==> src/rtl/lsu_pkg.sv <==
// ============================================================================
// lsu_pkg : shared encodings, store-buffer entry type and lane helpers
// Rev 1.0
// ============================================================================
`default_nettype none

package lsu_pkg;

  localparam logic [2:0] F3_B  = 3'b000;
  localparam logic [2:0] F3_H  = 3'b001;
  localparam logic [2:0] F3_W  = 3'b010;
  localparam logic [2:0] F3_D  = 3'b011;
  localparam logic [2:0] F3_BU = 3'b100;
  localparam logic [2:0] F3_HU = 3'b101;
  localparam logic [2:0] F3_WU = 3'b110;

  localparam logic [1:0] S_IDLE   = 2'd0;
  localparam logic [1:0] S_LD_REQ = 2'd1;
  localparam logic [1:0] S_ST_REQ = 2'd2;

  // Sized for the widest XLEN; narrower builds use the low bits only.
  typedef struct packed {
    logic [63:0] addr;
    logic [63:0] data;
    logic [7:0]  be;
  } sb_entry_t;

  function automatic logic [7:0] size_mask(input logic [2:0] f3);
    case (f3)
      F3_B, F3_BU: return 8'h01;
      F3_H, F3_HU: return 8'h03;
      F3_W, F3_WU: return 8'h0F;
      default:     return 8'hFF;
    endcase
  endfunction

  function automatic logic [63:0] load_extend(input logic [63:0] word,
                                              input logic [2:0]  f3,
                                              input logic [2:0]  off);
    logic [63:0] s;
    s = word >> {off, 3'b000};
    case (f3)
      F3_B:    return {{56{s[7]}}, s[7:0]};
      F3_H:    return {{48{s[15]}}, s[15:0]};
      F3_W:    return {{32{s[31]}}, s[31:0]};
      F3_BU:   return {56'd0, s[7:0]};
      F3_HU:   return {48'd0, s[15:0]};
      F3_WU:   return {32'd0, s[31:0]};
      default: return s;
    endcase
  endfunction

endpackage

`default_nettype wire

==> src/rtl/lsu_stage_store_buffer.sv <==
// ============================================================================
// store_buffer : circular store FIFO with youngest-hit forwarding lookup
// Rev 1.0
// ============================================================================
`default_nettype none

module store_buffer
  import lsu_pkg::*;
#(
  parameter int XLEN     = 32,
  parameter int SB_DEPTH = 4
) (
  input  logic              i_clk,
  input  logic              i_rst,
  input  logic              i_push,
  input  logic [XLEN-1:0]   i_push_addr,
  input  logic [XLEN-1:0]   i_push_data,
  input  logic [XLEN/8-1:0] i_push_be,
  input  logic              i_pop,
  output logic              o_full,
  output logic              o_empty,
  output logic [XLEN-1:0]   o_head_addr,
  output logic [XLEN-1:0]   o_head_data,
  output logic [XLEN/8-1:0] o_head_be,
  input  logic [XLEN-1:0]   i_lk_addr,
  input  logic [XLEN/8-1:0] i_lk_be,
  output logic              o_hit,
  output logic              o_partial,
  output logic [XLEN-1:0]   o_fwd_data
);

  localparam int PW = $clog2(SB_DEPTH);
  localparam int CW = PW + 1;
  localparam int BW = XLEN / 8;

  sb_entry_t       r_mem [SB_DEPTH];
  logic [PW-1:0]   r_head;
  logic [PW-1:0]   r_tail;
  logic [CW-1:0]   r_count;

  logic [PW-1:0]   w_idx;
  logic            w_match;
  logic [BW-1:0]   w_ybe;
  logic [XLEN-1:0] w_ydata;

  always_ff @(posedge i_clk or posedge i_rst) begin
    if (i_rst) begin
      r_head  <= '0;
      r_tail  <= '0;
      r_count <= '0;
    end else begin
      if (i_push) r_tail <= r_tail + 1'b1;
      if (i_pop)  r_head <= r_head + 1'b1;
      case ({i_push, i_pop})
        2'b10:   r_count <= r_count + 1'b1;
        2'b01:   r_count <= r_count - 1'b1;
        default: r_count <= r_count;
      endcase
    end
  end

  always_ff @(posedge i_clk) begin
    if (i_push) r_mem[r_tail] <= '{addr: 64'(i_push_addr), data: 64'(i_push_data), be: 8'(i_push_be)};
  end

  // Walk oldest to youngest so the last match left standing is the youngest.
  always_comb begin
    w_idx   = '0;
    w_match = 1'b0;
    w_ybe   = '0;
    w_ydata = '0;
    for (int i = 0; i < SB_DEPTH; i++) begin
      w_idx = r_head + PW'(i);
      if ((CW'(i) < r_count) && (XLEN'(r_mem[w_idx].addr) == i_lk_addr)) begin
        w_match = 1'b1;
        w_ybe   = BW'(r_mem[w_idx].be);
        w_ydata = XLEN'(r_mem[w_idx].data);
      end
    end
  end

  assign o_hit       = w_match && ((w_ybe & i_lk_be) == i_lk_be);
  assign o_partial   = w_match && !o_hit;
  assign o_fwd_data  = w_ydata;
  assign o_full      = (r_count == CW'(SB_DEPTH));
  assign o_empty     = (r_count == '0);
  assign o_head_addr = XLEN'(r_mem[r_head].addr);
  assign o_head_data = XLEN'(r_mem[r_head].data);
  assign o_head_be   = BW'(r_mem[r_head].be);

endmodule

`default_nettype wire

==> src/rtl/lsu_stage.sv <==
// ============================================================================
// lsu_stage : load/store unit with posted store buffer and forwarding
// Rev 1.0
// ============================================================================
`default_nettype none

module lsu_stage
  import lsu_pkg::*;
#(
  parameter int XLEN     = 32,
  parameter int SB_DEPTH = 4
) (
  input  logic              i_clk,
  input  logic              i_rst,
  input  logic              i_valid,
  input  logic              i_memread,
  input  logic              i_memwrite,
  input  logic [2:0]        i_f3,
  input  logic [XLEN-1:0]   i_addr,
  input  logic [XLEN-1:0]   i_wr_data,
  input  logic              i_fence,
  output logic [XLEN-1:0]   o_rd,
  output logic              o_stall,
  output logic              o_ex_ld,
  output logic              o_ex_st,
  output logic              o_mem_req,
  output logic              o_mem_we,
  output logic [XLEN-1:0]   o_mem_addr,
  output logic [XLEN-1:0]   o_mem_wdata,
  output logic [XLEN/8-1:0] o_mem_be,
  input  logic              i_mem_ack,
  input  logic [XLEN-1:0]   i_mem_rdata
);

  localparam int BW   = XLEN / 8;
  localparam int OFFW = $clog2(BW);

  logic [1:0]      r_state;
  logic [1:0]      w_state_nxt;
  logic            r_ld_done;
  logic [XLEN-1:0] r_ld_data;

  logic            w_legal;
  logic [OFFW-1:0] w_off;
  logic [XLEN-1:0] w_waddr;
  logic [BW-1:0]   w_be;
  logic [XLEN-1:0] w_st_data;
  logic            w_ld, w_st, w_push, w_pop, w_ld_bus;
  logic            w_full, w_empty, w_hit, w_partial;
  logic [XLEN-1:0] w_head_addr, w_head_data, w_fwd_data;
  logic [BW-1:0]   w_head_be;

  assign w_off     = i_addr[OFFW-1:0];
  assign w_waddr   = {i_addr[XLEN-1:OFFW], {OFFW{1'b0}}};
  assign w_be      = BW'(size_mask(i_f3) << w_off);
  assign w_st_data = i_wr_data << {w_off, 3'b000};

  always_comb begin
    case (i_f3)
      F3_B, F3_BU: w_legal = 1'b1;
      F3_H, F3_HU: w_legal = !i_addr[0];
      F3_W:        w_legal = (i_addr[1:0] == 2'b00);
      F3_WU:       w_legal = (XLEN == 64) && (i_addr[1:0] == 2'b00);
      F3_D:        w_legal = (XLEN == 64) && (i_addr[2:0] == 3'b000);
      default:     w_legal = 1'b0;
    endcase
  end

  assign o_ex_ld = i_valid && i_memread  && !w_legal;
  assign o_ex_st = i_valid && i_memwrite && !w_legal;
  assign w_ld    = i_valid && i_memread  && w_legal;
  assign w_st    = i_valid && i_memwrite && w_legal;
  assign w_pop   = (r_state == S_ST_REQ) && i_mem_ack;
  assign w_push  = w_st && (!w_full || w_pop);
  // r_ld_done keeps the completing load from re-requesting while it retires.
  assign w_ld_bus = w_ld && !w_hit && !w_partial && !r_ld_done;

  store_buffer #(.XLEN(XLEN), .SB_DEPTH(SB_DEPTH)) u_sb (
    .i_clk       (i_clk),
    .i_rst       (i_rst),
    .i_push      (w_push),
    .i_push_addr (w_waddr),
    .i_push_data (w_st_data),
    .i_push_be   (w_be),
    .i_pop       (w_pop),
    .o_full      (w_full),
    .o_empty     (w_empty),
    .o_head_addr (w_head_addr),
    .o_head_data (w_head_data),
    .o_head_be   (w_head_be),
    .i_lk_addr   (w_waddr),
    .i_lk_be     (w_be),
    .o_hit       (w_hit),
    .o_partial   (w_partial),
    .o_fwd_data  (w_fwd_data)
  );

  always_comb begin
    w_state_nxt = r_state;
    case (r_state)
      S_IDLE: begin
        if (w_ld_bus)      w_state_nxt = S_LD_REQ;
        else if (!w_empty) w_state_nxt = S_ST_REQ;
      end
      S_LD_REQ, S_ST_REQ: if (i_mem_ack) w_state_nxt = S_IDLE;
      default: w_state_nxt = S_IDLE;
    endcase
  end

  always_ff @(posedge i_clk or posedge i_rst) begin
    if (i_rst) begin
      r_state   <= S_IDLE;
      r_ld_done <= 1'b0;
      r_ld_data <= '0;
    end else begin
      r_state   <= w_state_nxt;
      r_ld_done <= (r_state == S_LD_REQ) && i_mem_ack;
      if ((r_state == S_LD_REQ) && i_mem_ack) r_ld_data <= i_mem_rdata;
    end
  end

  always_comb begin
    o_rd = '0;
    if (w_ld && w_hit) o_rd = XLEN'(load_extend(64'(w_fwd_data), i_f3, 3'(w_off)));
    else if (r_ld_done) o_rd = XLEN'(load_extend(64'(r_ld_data), i_f3, 3'(w_off)));
  end

  assign o_stall = (w_ld && !w_hit && !r_ld_done)
                 || (w_st && w_full && !w_pop)
                 || (i_fence && !(w_empty && (r_state == S_IDLE)));

  always_comb begin
    o_mem_req   = 1'b0;
    o_mem_we    = 1'b0;
    o_mem_addr  = '0;
    o_mem_wdata = '0;
    o_mem_be    = '0;
    case (r_state)
      S_LD_REQ: begin
        o_mem_req  = 1'b1;
        o_mem_addr = w_waddr;
        o_mem_be   = w_be;
      end
      S_ST_REQ: begin
        o_mem_req   = 1'b1;
        o_mem_we    = 1'b1;
        o_mem_addr  = w_head_addr;
        o_mem_wdata = w_head_data;
        o_mem_be    = w_head_be;
      end
      default: ;
    endcase
  end

endmodule

`default_nettype wire
==> config.mk <==
export PLATFORM = sky130hd
export DESIGN_NAME = lsu_stage
export DESIGN_NICKNAME = d
export VERILOG_FILES = /design/src/rtl/lsu_pkg.sv /design/src/rtl/lsu_stage_store_buffer.sv /design/src/rtl/lsu_stage.sv
export SDC_FILE = /design/constraint.sdc
export NUM_CORES = 1
export LEC_CHECK = 0
export ABC_CLOCK_PERIOD_IN_PS = 6000
export BUFFER_PORTS_ARGS = -buffer_cell sky130_fd_sc_hd__buf_2
export CAP_MARGIN = 20
export CORE_ASPECT_RATIO = 0.75
export CORE_MARGIN = 10
export CORE_UTILIZATION = 46
export CTS_CLUSTER_DIAMETER = 150
export CTS_CLUSTER_SIZE = 10
export DETAILED_ROUTE_END_ITERATION = 16
export HOLD_SLACK_MARGIN = 0.03
export PLACE_DENSITY = 0.62
export REMOVE_ABC_BUFFERS = 1
export SETUP_SLACK_MARGIN = 0.02
export SLEW_MARGIN = 20
export SYNTH_ARGS = -nofsm -noshare
export SYNTH_HDL_FRONTEND = slang
export SYNTH_SLANG_ARGS = --single-unit
==> constraint.sdc <==
create_clock -name i_clk -period 6 [get_ports i_clk]
set_clock_uncertainty 0.05 [all_clocks]
set_input_delay 0.6 -clock i_clk [delete_from_list [all_inputs] [get_ports i_clk]]
set_output_delay 0.6 -clock i_clk [all_outputs]
set_load 0.01 [all_outputs]
# --- Yosys cells after proc, flatten, opt, wreduce, memory -nomap -nowiden ---
# Memories as Yosys holds them, arrays and structs flattened.
# Cells that the tools add are included.
# W data, S select, Z words.
totals:
  reg_bits: 42
  ramBits: 264
  input_bits: 106
  memories: 1
classes:
  addsub: 6
  n_lt_le_gt_ge: 4
  eq_ne: 17
  shift: 4
  n_mux: 30
  bitwise: 1
  reduce_logical: 45
mem_list:
  columns: ["name", "words", "word_bits", "read_ports", "rd_clocked_by_memory_dff", "wr", "line", "text"]
  rows:
  - ["u_sb.r_mem", 4, 66, 4, 0, 1, "lsu_stage_store_buffer.sv:36", "sb_entry_t r_mem [SB_DEPTH];"]
op_table:
  columns: ["op", "n"]
  rows:
  - ["$pmux W32 S6", 2]
  - ["$mux W32", 7]
  - ["$eq A32 B32 Y1", 4]
  - ["$pmux W32 S2", 1]
  - ["$shr A32 B5 Y32", 2]
  - ["$shl A32 B5 Y32", 1]
  - ["$logic_and A1 B1 Y1", 24]
  - ["$pmux W8 S3", 1]
  - ["$mux W4", 4]
  - ["$eq A3 B3 Y1 const B", 4]
  - ["$logic_not A1 Y1", 8]
  - ["$mux W1", 8]
  - ["$pmux W4 S2", 1]
  - ["$reduce_or A2 Y1", 4]
  - ["$shl A8 B2 Y4", 1]
  - ["$logic_not A3 Y1", 2]
  - ["$lt A1 B3 Y1 const A", 2]
  - ["$lt A2 B3 Y1 const A", 2]
  - ["$mux W2", 3]
  - ["$pmux W3 S2", 1]
  - ["$add A2 B1 Y2 const B", 2]
  - ["$add A2 B2 Y2 const B", 2]
  - ["$and A4 B4 Y4", 1]
  - ["$eq A2 B1 Y1 const B", 2]
  - ["14 further kinds", 18]

# --- Depth between registers and ports, before layout ---
# Gate-level depths: netlist of run 1.
# An unclocked memory read counts as a cell.
depth:
  ltp_word: 17
  mapped_depth: 22
  mapped_depth_nobuf: 13

# --- Cells and area by module ---
# A second synthesis of run 1 with hierarchy kept.
unflattened:
  hier_cells: 2112
  hier_area_um2: 22260.1
modules_own_cells:
  columns: ["module", "n_inst", "cells_per_inst", "area_each_um2", "seq_area_each_um2"]
  rows:
  - ["store_buffer", 1, 1575, 17828.3, 8343.0]
  - ["lsu_stage", 1, 537, 4431.8, 875.8]

# --- Least setup slack after synthesis of run 1 ---
# Ideal clock, no wire load.
synth_path:
  kind: "reg-to-output"
  start: "reg u_sb.r_head[0]"
  end: "out o_rd[0]"
  arrival_time_ps: 3899
  required_ps: 5350
  path_slack_ps: 1451
  path_stages_with_launch: 19
  path_cell_list: "dfrtp_1 -> buf_4 -> buf_2 -> mux4_2 -> xnor2_1 -> nand4_1 -> nor4b_1 -> and4b_1 -> buf_4 -> nand2_2 -> buf_6 -> mux2i_1 -> o41ai_1 -> a211oi_2 -> and3_1 -> buf_4 -> buf_6 -> buf_12 -> mux2i_1"
synth_via:
  elab_chain_len: 12
synth_rtl:
  columns: ["element", "line", "text"]
  rows:
  - ["from (decl)", "lsu_stage_store_buffer.sv:37", "logic [PW-1:0] r_head;"]
  - ["from (signal assigned)", "lsu_stage_store_buffer.sv:53", "if (i_pop) r_head <= r_head + 1'b1;"]
  - ["$add A2 B1 Y2 / $mem_v2 Z4 W66 (equally long branches)", null, null]
  - ["$mem_v2 Z4 W66 (*)", null, null]
  - ["branches (longest 9 deep; another with $eq A32 B32 Y1)", null, null]
  - ["$mux W32 (*)", "lsu_stage.sv:124", "if (w_ld && w_hit) o_rd = XLEN'(load_extend(64'(w_fwd_data), i_f3, 3'(w_off)));"]
  - ["to (decl)", "lsu_stage.sv:22", "output logic [XLEN-1:0] o_rd,"]
# Every way passes the cells marked *.

# --- Final worst setup path of run 1 ---
layout_path:
  start: "reg u_sb.r_head[0]"
  end: "out o_rd[17]"
# The elaborated chain is that of the path after synthesis.

==> results of run 1 <==
==> cell usage after synthesis (all sizes together), types with 13 or more instances <==
library cell,n
edfxtp,264
mux2i,258
nand2,203
nor2,162
a21oi,153
o21ai,148
buf,115
clkbuf,112
mux2,95
xnor2,91
nor2b,65
nand3,64
mux4,51
inv,48
dfrtp,42
nand4,33
a31oi,32
nor3,32
a22oi,31
and3,30
o31ai,30
a211oi,25
nand2b,25
and2,22
o22ai,20
or4,19
a221oi,18
o211ai,18
o221ai,13
==> cells in the final DEF, fill, tap and decap left out, types with 25 or more instances in the layout <==
cell type | synthesis | layout
a21oi_1 | 140 | 134
clkbuf_1 | 112 | 25
nand2b_1 | 25 | 25
a31oi_1 | 31 | 31
o21ai_0 | 139 | 136
nand2_1 | 202 | 202
dfrtp_1 | 42 | 40
nand3_1 | 63 | 61
clkbuf_16 | 0 | 39
nand4_1 | 33 | 33
buf_2 | 52 | 207
nor2b_1 | 65 | 64
a22oi_1 | 31 | 31
inv_1 | 48 | 46
buf_4 | 12 | 140
mux4_2 | 51 | 51
edfxtp_1 | 264 | 264
mux2i_1 | 258 | 250
o31ai_1 | 30 | 29
nor3_1 | 31 | 31
mux2_2 | 95 | 95
and3_1 | 29 | 28
nor2_1 | 160 | 157
xnor2_1 | 90 | 81
==> worst max-delay path by stage <==
stage	end	depth (start not counted)
floorplan	o_rd[19]	12
global placement	o_rd[24]	16
detailed placement	o_rd[14]	18
CTS	o_rd[14]	18
global route	o_rd[23]	18
finish	o_rd[17]	19
==> area by class of cell <==
cell class	count	area [µm²]	share of cell area, %
Antenna cell	1	2.502	0.008911
Clock buffer	61	994.7	3.542
Clock inverter	4	75.07	0.2673
Inverter	49	188.9	0.6728
Multi-Input combinational cell	1872	14210	50.62
Sequential cell	306	8986	32.00
Tap cell	703	879.6	3.132
Timing Repair Buffer	384	2739	9.754
==> flip-flops by register name, indices dropped and copies added, names as in the netlist <==
| register | count |
|---|---|
| r_ld_done | 1 |
| r_state | 2 |
| u_sb.r_count | 3 |
| u_sb.r_mem | 264 |
| r_ld_data | 32 |
| u_sb.r_head | 2 |
| u_sb.r_tail | 2 |
==> worst max-delay path, cell delays in order, from the launching register on <==
cell and delay, ns:
dfrtp_4 0.53, buf_12 0.16, buf_6 0.11, mux4_2 0.46
a22o_1 0.24, a2111o_1 0.35, or4_4 0.52, nand4b_4 0.26
buf_12 0.19, nor2_4 0.19, buf_4 0.16, mux2i_2 0.07
mux2_2 0.30, a31oi_2 0.28, nor4_4 0.08, buf_4 0.15
nor2_4 0.24, clkbuf_16 0.22, a21oi_1 0.06, buf_2 0.14
==> cell families (layout without fill, tap and decap cells) <==
logic type,after synthesis,after routing,synth area share (%)
fa+ha+maj,12,12,0.6217
compound gates,639,639,18.07
mux,404,404,19.88
flops,306,306,37.18
other cells,1,3,0.01553
buf+inv,276,498,5.559
xor+xnor,101,101,3.694
simple gates,714,714,14.98
==> metal layers <==
metal	part of all wire, %	global-route usage (%)	up-vias
met5	0	0	-
met2	41	40.82	1450
li1	-	-	9735
met1	45	44.79	11200
met3	12	6.418	156
met4	2.0	6.357	0
==> metrics by stage <==
step	worst slack [ns]	utilization, %	TNS [ns]	hold WS, ns	cell area, µm²
floorplan	-11.10	-	-827.73	0.4213	22990
CTS	0.02414	53.09	0	0.1927	27460
detailed placement	0.1613	50.67	0	0.4431	26200
global placement	0.1166	50.61	0	0.4416	26170
global route	-0.04277	54.30	-0.2732	0.2120	28080
finish	0.04880	54.30	0	0.2103	28080
==> where the power goes <==
group	total, mW	switching [mW]	internal, mW	leakage (nW)
combinational	7.00	4.18	2.82	7.46
sequential	2.76	0.206	2.56	2.93
clock	2.11	0.930	1.18	0.509
total	11.9	5.32	6.55	10.9
==> repair_timing <==
item | CTS | global route
setup buffers | 9 | 22
hold buffers | 1 | 0
endpoints found under the hold margin | 13 | 0
gates cloned | 0 | 3
pin swaps | 3 | 27
resized for setup | 17 | 77
setup endpoints to repair | 32 | 32
==> metrics.md, run 1 <==
| Metric | Value |
|---|---|
| Synth area leader | `edfxtp_1` |
| Cell Count, Final, Fillers Out | `3,380` |
| Max cap viols | `0` |
| Design Power | `11.87 mW` |
| Die Y | `218.4 µm` |
| Synth area leaders | `edfxtp_1 (33%), mux2i_1 (11%), mux4_2 (4.8%)` |
| Slew headroom | `24.76%` |
| Worst Hold Class | `in2reg` |
| Initial antenna violation count | `2` |
| Pwr Density | `422.7 mW/mm²` |
| Hold EP | `r_ld_data[17]` |
| Antenna Nets Post-Route | `0` |
| Flops & latches, synth | `306` |
| EDFF count, synth | `264` |
| Library cells used by synthesis | `106` |
| CP Capture Type | `output pin` |
| Clk sinks | `306` |
| Dominant synthesized flop cell | `edfxtp_1` |
| Worst skew pair latency | `0.58 ns` |
| Worst IR Drop VDD | `0.5387 mV` |
| Critical Path Source Type | `register` |
| Port bufs | `208` |
| Syn avg cell area | `9.845 µm²` |
| Post-layout min period | `5.951 ns` |
| Pin count of the biggest net entering global routing | `128` |
| Yosys warns | `0` |
| Synth top area share | `32.83%` |
| Die ar. | `0.06216 mm²` |
| Synth Cell Area | `0.02415 mm²` |
| Post-route DRC violation count | `0` |
| Via count | `22,540` |
| Placement Rows | `72` |
| Mapped Cells | `2,453` |
| Final setup violation count | `0` |
| R2R setup slack | `2.07 ns` |
| CP required | `5.35 ns` |
| Worst hold start | `i_mem_rdata[17]` |
| Hpwl dp | `67,340 µm` |
| Post-synth ARST share | `13.73%` |
| Initial cell density of the core | `46.70%` |
| Routed len/inst | `28.29 µm` |
| Synthesis-to-finish area growth | `16.28%` |
| Share of layout cells above drive strength 1 | `25.67%` |
| Longest Clk Path Bufs | `3` |
| RSZ-0062 raised after global routing | `yes` |
| Slew of the pin with the lowest slew margin | `1.129 ns` |
| Total gr overflow | `0` |
| Total track usage | `29.17%` |
| Crit-path max FO | `7` |
| Max-slew violation count | `0` |
| Crit. Startpoint | `u_sb.r_head[0]` |
| RR Endpoint | `r_state[0]` |
| Pre-Repair DR Iteration Count | `8` |
| Setup CP Type | `reg2out` |
| Reg-to-reg critical path startpoint | `u_sb.r_head[1]` |
| Placed cells | `3,279` |
| Vias per cell | `6.670` |
| Initial DRC Count | `3,511` |
| Area of the core | `0.05171 mm²` |
| Root Buffer | `clkbuf_16` |
| DIE WIDTH | `284.6 µm` |
| Tcrit/Tclk final | `99.19%` |
| First-pass GRT wire length | `139,500 µm` |
| LEAKAGE | `10.90 nW` |
| Num ports | `211` |
| CTS tree | `built` |
| Worst-path clk slew | `0.06 ns` |
| Fmax | `0.1680 GHz` |
| Final Hold Viols | `0` |
| H-tree levels | `2` |
| Placer Congestion | `1.021` |
| Total CTS buffers | `36` |
| Critical path data arrival time | `5.30 ns` |
| Worst-case reg-to-reg path depth | `13` |
| Vias in the first global route | `21,030` |
| Post-synthesis sequential area ratio | `37.18%` |
| Final nets | `2,767` |
| Hold Path Depth | `2` |
| Status | `complete, no violations` |
| Routed WL | `95,640 µm` |
| Fill count | `4,606` |
Note: power is estimated with default switching activity, not from simulation.
==> run 2, diff against run 1 <==
==> constraint.sdc (replaced) <==
create_clock -name i_clk -period 6 [get_ports i_clk]
set_clock_uncertainty 0.05 [all_clocks]
set_input_delay 0.6 -clock i_clk [delete_from_list [all_inputs] [get_ports i_clk]]
set_output_delay 0.6 -clock i_clk [all_outputs]
set_load 0.02 [all_outputs]
==> run 2 against run 1 <==
  * Die area did not move
  * Final area fell by 1.4%
  * Critical path type unchanged
  * Clock power fell by 2%
  * Critical endpoint is now o_rd[9]
  * Via count fell by 0.47%
==> metrics.md, run 2 (synthesized netlist as in run 1, its figures left out) <==
| Metric | Value |
|---|---|
| Hpwl dp | `64,980 µm` |
| Psw | `5.452 mW` |
| Synthesis-to-finish area growth | `14.68%` |
| Placer Congestion | `1.046` |
| Dpl ws | `0.2483 ns` |
| Flop pwr share | `23.0%` |
| Post-route DRC violation count | `0` |
| Via count | `22,440` |
| Cell Count, Final, Fillers Out | `3,354` |
| Tcrit/Tclk final | `98.14%` |
| Slew of the pin with the lowest slew margin | `1.140 ns` |
| Post-layout min period | `5.888 ns` |
| Status | `complete, no violations` |
| Sequential cell area | `0.008986 mm²` |
| Cell Area, Placed | `0.02602 mm²` |
| Worst-path clk slew | `0.07 ns` |
| Die ar. | `0.06216 mm²` |
| H-tree levels | `2` |
| Max reg flops | `264` |
| Vias per cell | `6.690` |
| Crit-path max FO | `15` |
| Pre-Repair DR Iteration Count | `8` |
| Clock Power Share | `17.4%` |
| Comb pwr share | `59.7%` |
| Total gr overflow | `0` |
| Setup CP Type | `reg2out` |
| Fin area | `0.02769 mm²` |
| Area of the multi-input gates | `0.01409 mm²` |
| Pwr Density | `431.3 mW/mm²` |
| Final WS setup | `0.1119 ns` |
| Vias in the first global route | `20,710` |
| Most frequent cells in the layout | `edfxtp_1 (264), mux2i_1 (246), buf_2 (206)` |
| Max-slew violation count | `0` |
| Clk sinks | `306` |
| Max cap viols | `0` |
| Port bufs | `208` |
| Longest Clk Path Bufs | `3` |
| Initial antenna violation count | `4` |
| Final setup violation count | `0` |
| Worst Hold Class | `in2async` |
| Critical Path Source Type | `register` |
| DIE WIDTH | `284.6 µm` |
| Die Y | `218.4 µm` |
| Sw Ratio | `45.65%` |
| LEAKAGE | `10.71 nW` |
| Initial cell density of the core | `46.70%` |
| Antenna Nets Post-Route | `0` |
| Biggest regs | `u_sb.r_mem x264, r_ld_data x32, u_sb.r_count x3` |
| Final nets | `2,746` |
| Total CTS buffers | `36` |
| Pin count of the biggest net entering global routing | `198` |
| First-pass GRT wire length | `136,700 µm` |
| Number of hold buffers added after cts | `0` |
| Initial DRC Count | `3,748` |
| Placement Rows | `72` |
| Final Hold Viols | `0` |
| Routed len/inst | `28.08 µm` |
| Placed cells | `3,259` |
| Commonest non-fill, non-tap cell in the layout | `edfxtp_1` |
| CP required | `5.35 ns` |
| Worst IR Drop VDD | `0.3430 mV` |
| Worst skew pair latency | `0.57 ns` |
| Slew headroom | `23.69%` |
| Reg with most FFs | `u_sb.r_mem` |
| RSZ-0062 raised after global routing | `no` |
| Fmax | `0.1698 GHz` |
| Internal power | `6.492 mW` |
| Total track usage | `28.52%` |
| Root Buffer | `clkbuf_16` |
| Critical path data arrival time | `5.24 ns` |
| Fill count | `4,611` |
| CP Capture Type | `output pin` |
| Routed WL | `94,190 µm` |
| Num ports | `211` |
| Area of the core | `0.05171 mm²` |
| Share of layout cells above drive strength 1 | `24.45%` |
| CTS tree | `built` |
==> run 2: area by class of cell <==
type / count / area share [%]
clock inverter: 2 / 0.09036
antenna: 1 / 0.009036
inverter: 49 / 0.6867
tap: 703 / 3.176
clock buffer: 58 / 3.628
timing repair buffer: 362 / 9.072
multi-input combinational: 1873 / 50.89
sequential: 306 / 32.45
==> run 2: path summary, 6_finish.rpt <==
| kind | from | endpoint | slack (ns) | depth (start not counted) |
|---|---|---|---|---|
| min in group i_clk | i_mem_rdata[20] | r_ld_data[20] | 0.22 | 2 |
| max in group asynchronous | i_rst | u_sb.r_head[0] | 5.08 | 2 |
| min | i_rst | r_ld_data[3] | 0.13 | 2 |
| max reg2reg | u_sb.r_head[1] | r_state[0] | 2.00 | 13 |
| max | u_sb.r_head[1] | o_rd[9] | 0.11 | 19 |
| min reg2reg | r_ld_data[7] | r_ld_data[7] | 0.46 | 1 |
==> run 2: timing repair <==
action                                  in CTS  in global routing
gates resized for setup                      9                 53
pin swaps                                    1                 12
endpoints found under the setup margin      32                 32
gates cloned                                 0                  4
buffers inserted                             9                 21
==> run 2: per-layer routing <==
metal / track usage, % / routed length (µm) / up-vias
met5: 0 / 7 / -
met4: 7.906 / 2476 / 2
met3: 6.231 / 11300 / 183
met2: 40.71 / 39170 / 1515
met1: 42.55 / 41230 / 11060
li1: - / - / 9681
==> run 2: critical path, cell delays in order (launching register included) <==
cell and delay [ns]:
dfrtp_4 0.51, buf_4 0.19, buf_12 0.17, mux2i_1 0.14, buf_4 0.18, mux2i_1 0.19, xor2_1 0.60, nor4b_1 0.16
buf_4 0.19, and4_1 0.23, and2_0 0.25, buf_6 0.21, buf_4 0.15, a221o_1 0.31, a211oi_1 0.24, o22ai_2 0.18
o21ai_0 0.18, nand3_1 0.18, a21oi_1 0.18, buf_2 0.18
==> run 2: power groups by stage <==
stage | sequential, mW | clock [mW] | combinational [mW]
after detailed placement | 2.84 | 0 | 6.54
after floorplan | 3.20 | 0 | 4.28
after CTS | 2.76 | 2.09 | 6.69
final | 2.74 | 2.07 | 7.13
after global placement | 2.82 | 0 | 6.48
after global routing | 2.76 | 2.18 | 7.52
==> run 2: stage by stage <==
step | setup TNS (ns) | total power, mW | hold slack [ns] | utilization (%)
6_report | 0 | 11.94 | 0.1337 | 53.56
5_1_grt | 0 | 12.46 | 0.1998 | 53.55
4_1_cts | 0 | 11.55 | 0.2014 | 52.57
3_5_place_dp | 0 | 9.381 | 0.4443 | 50.33
3_3_place_gp | 0 | 9.306 | 0.4355 | 50.33
2_1_floorplan | -837.37 | 7.483 | 0.4213 | -
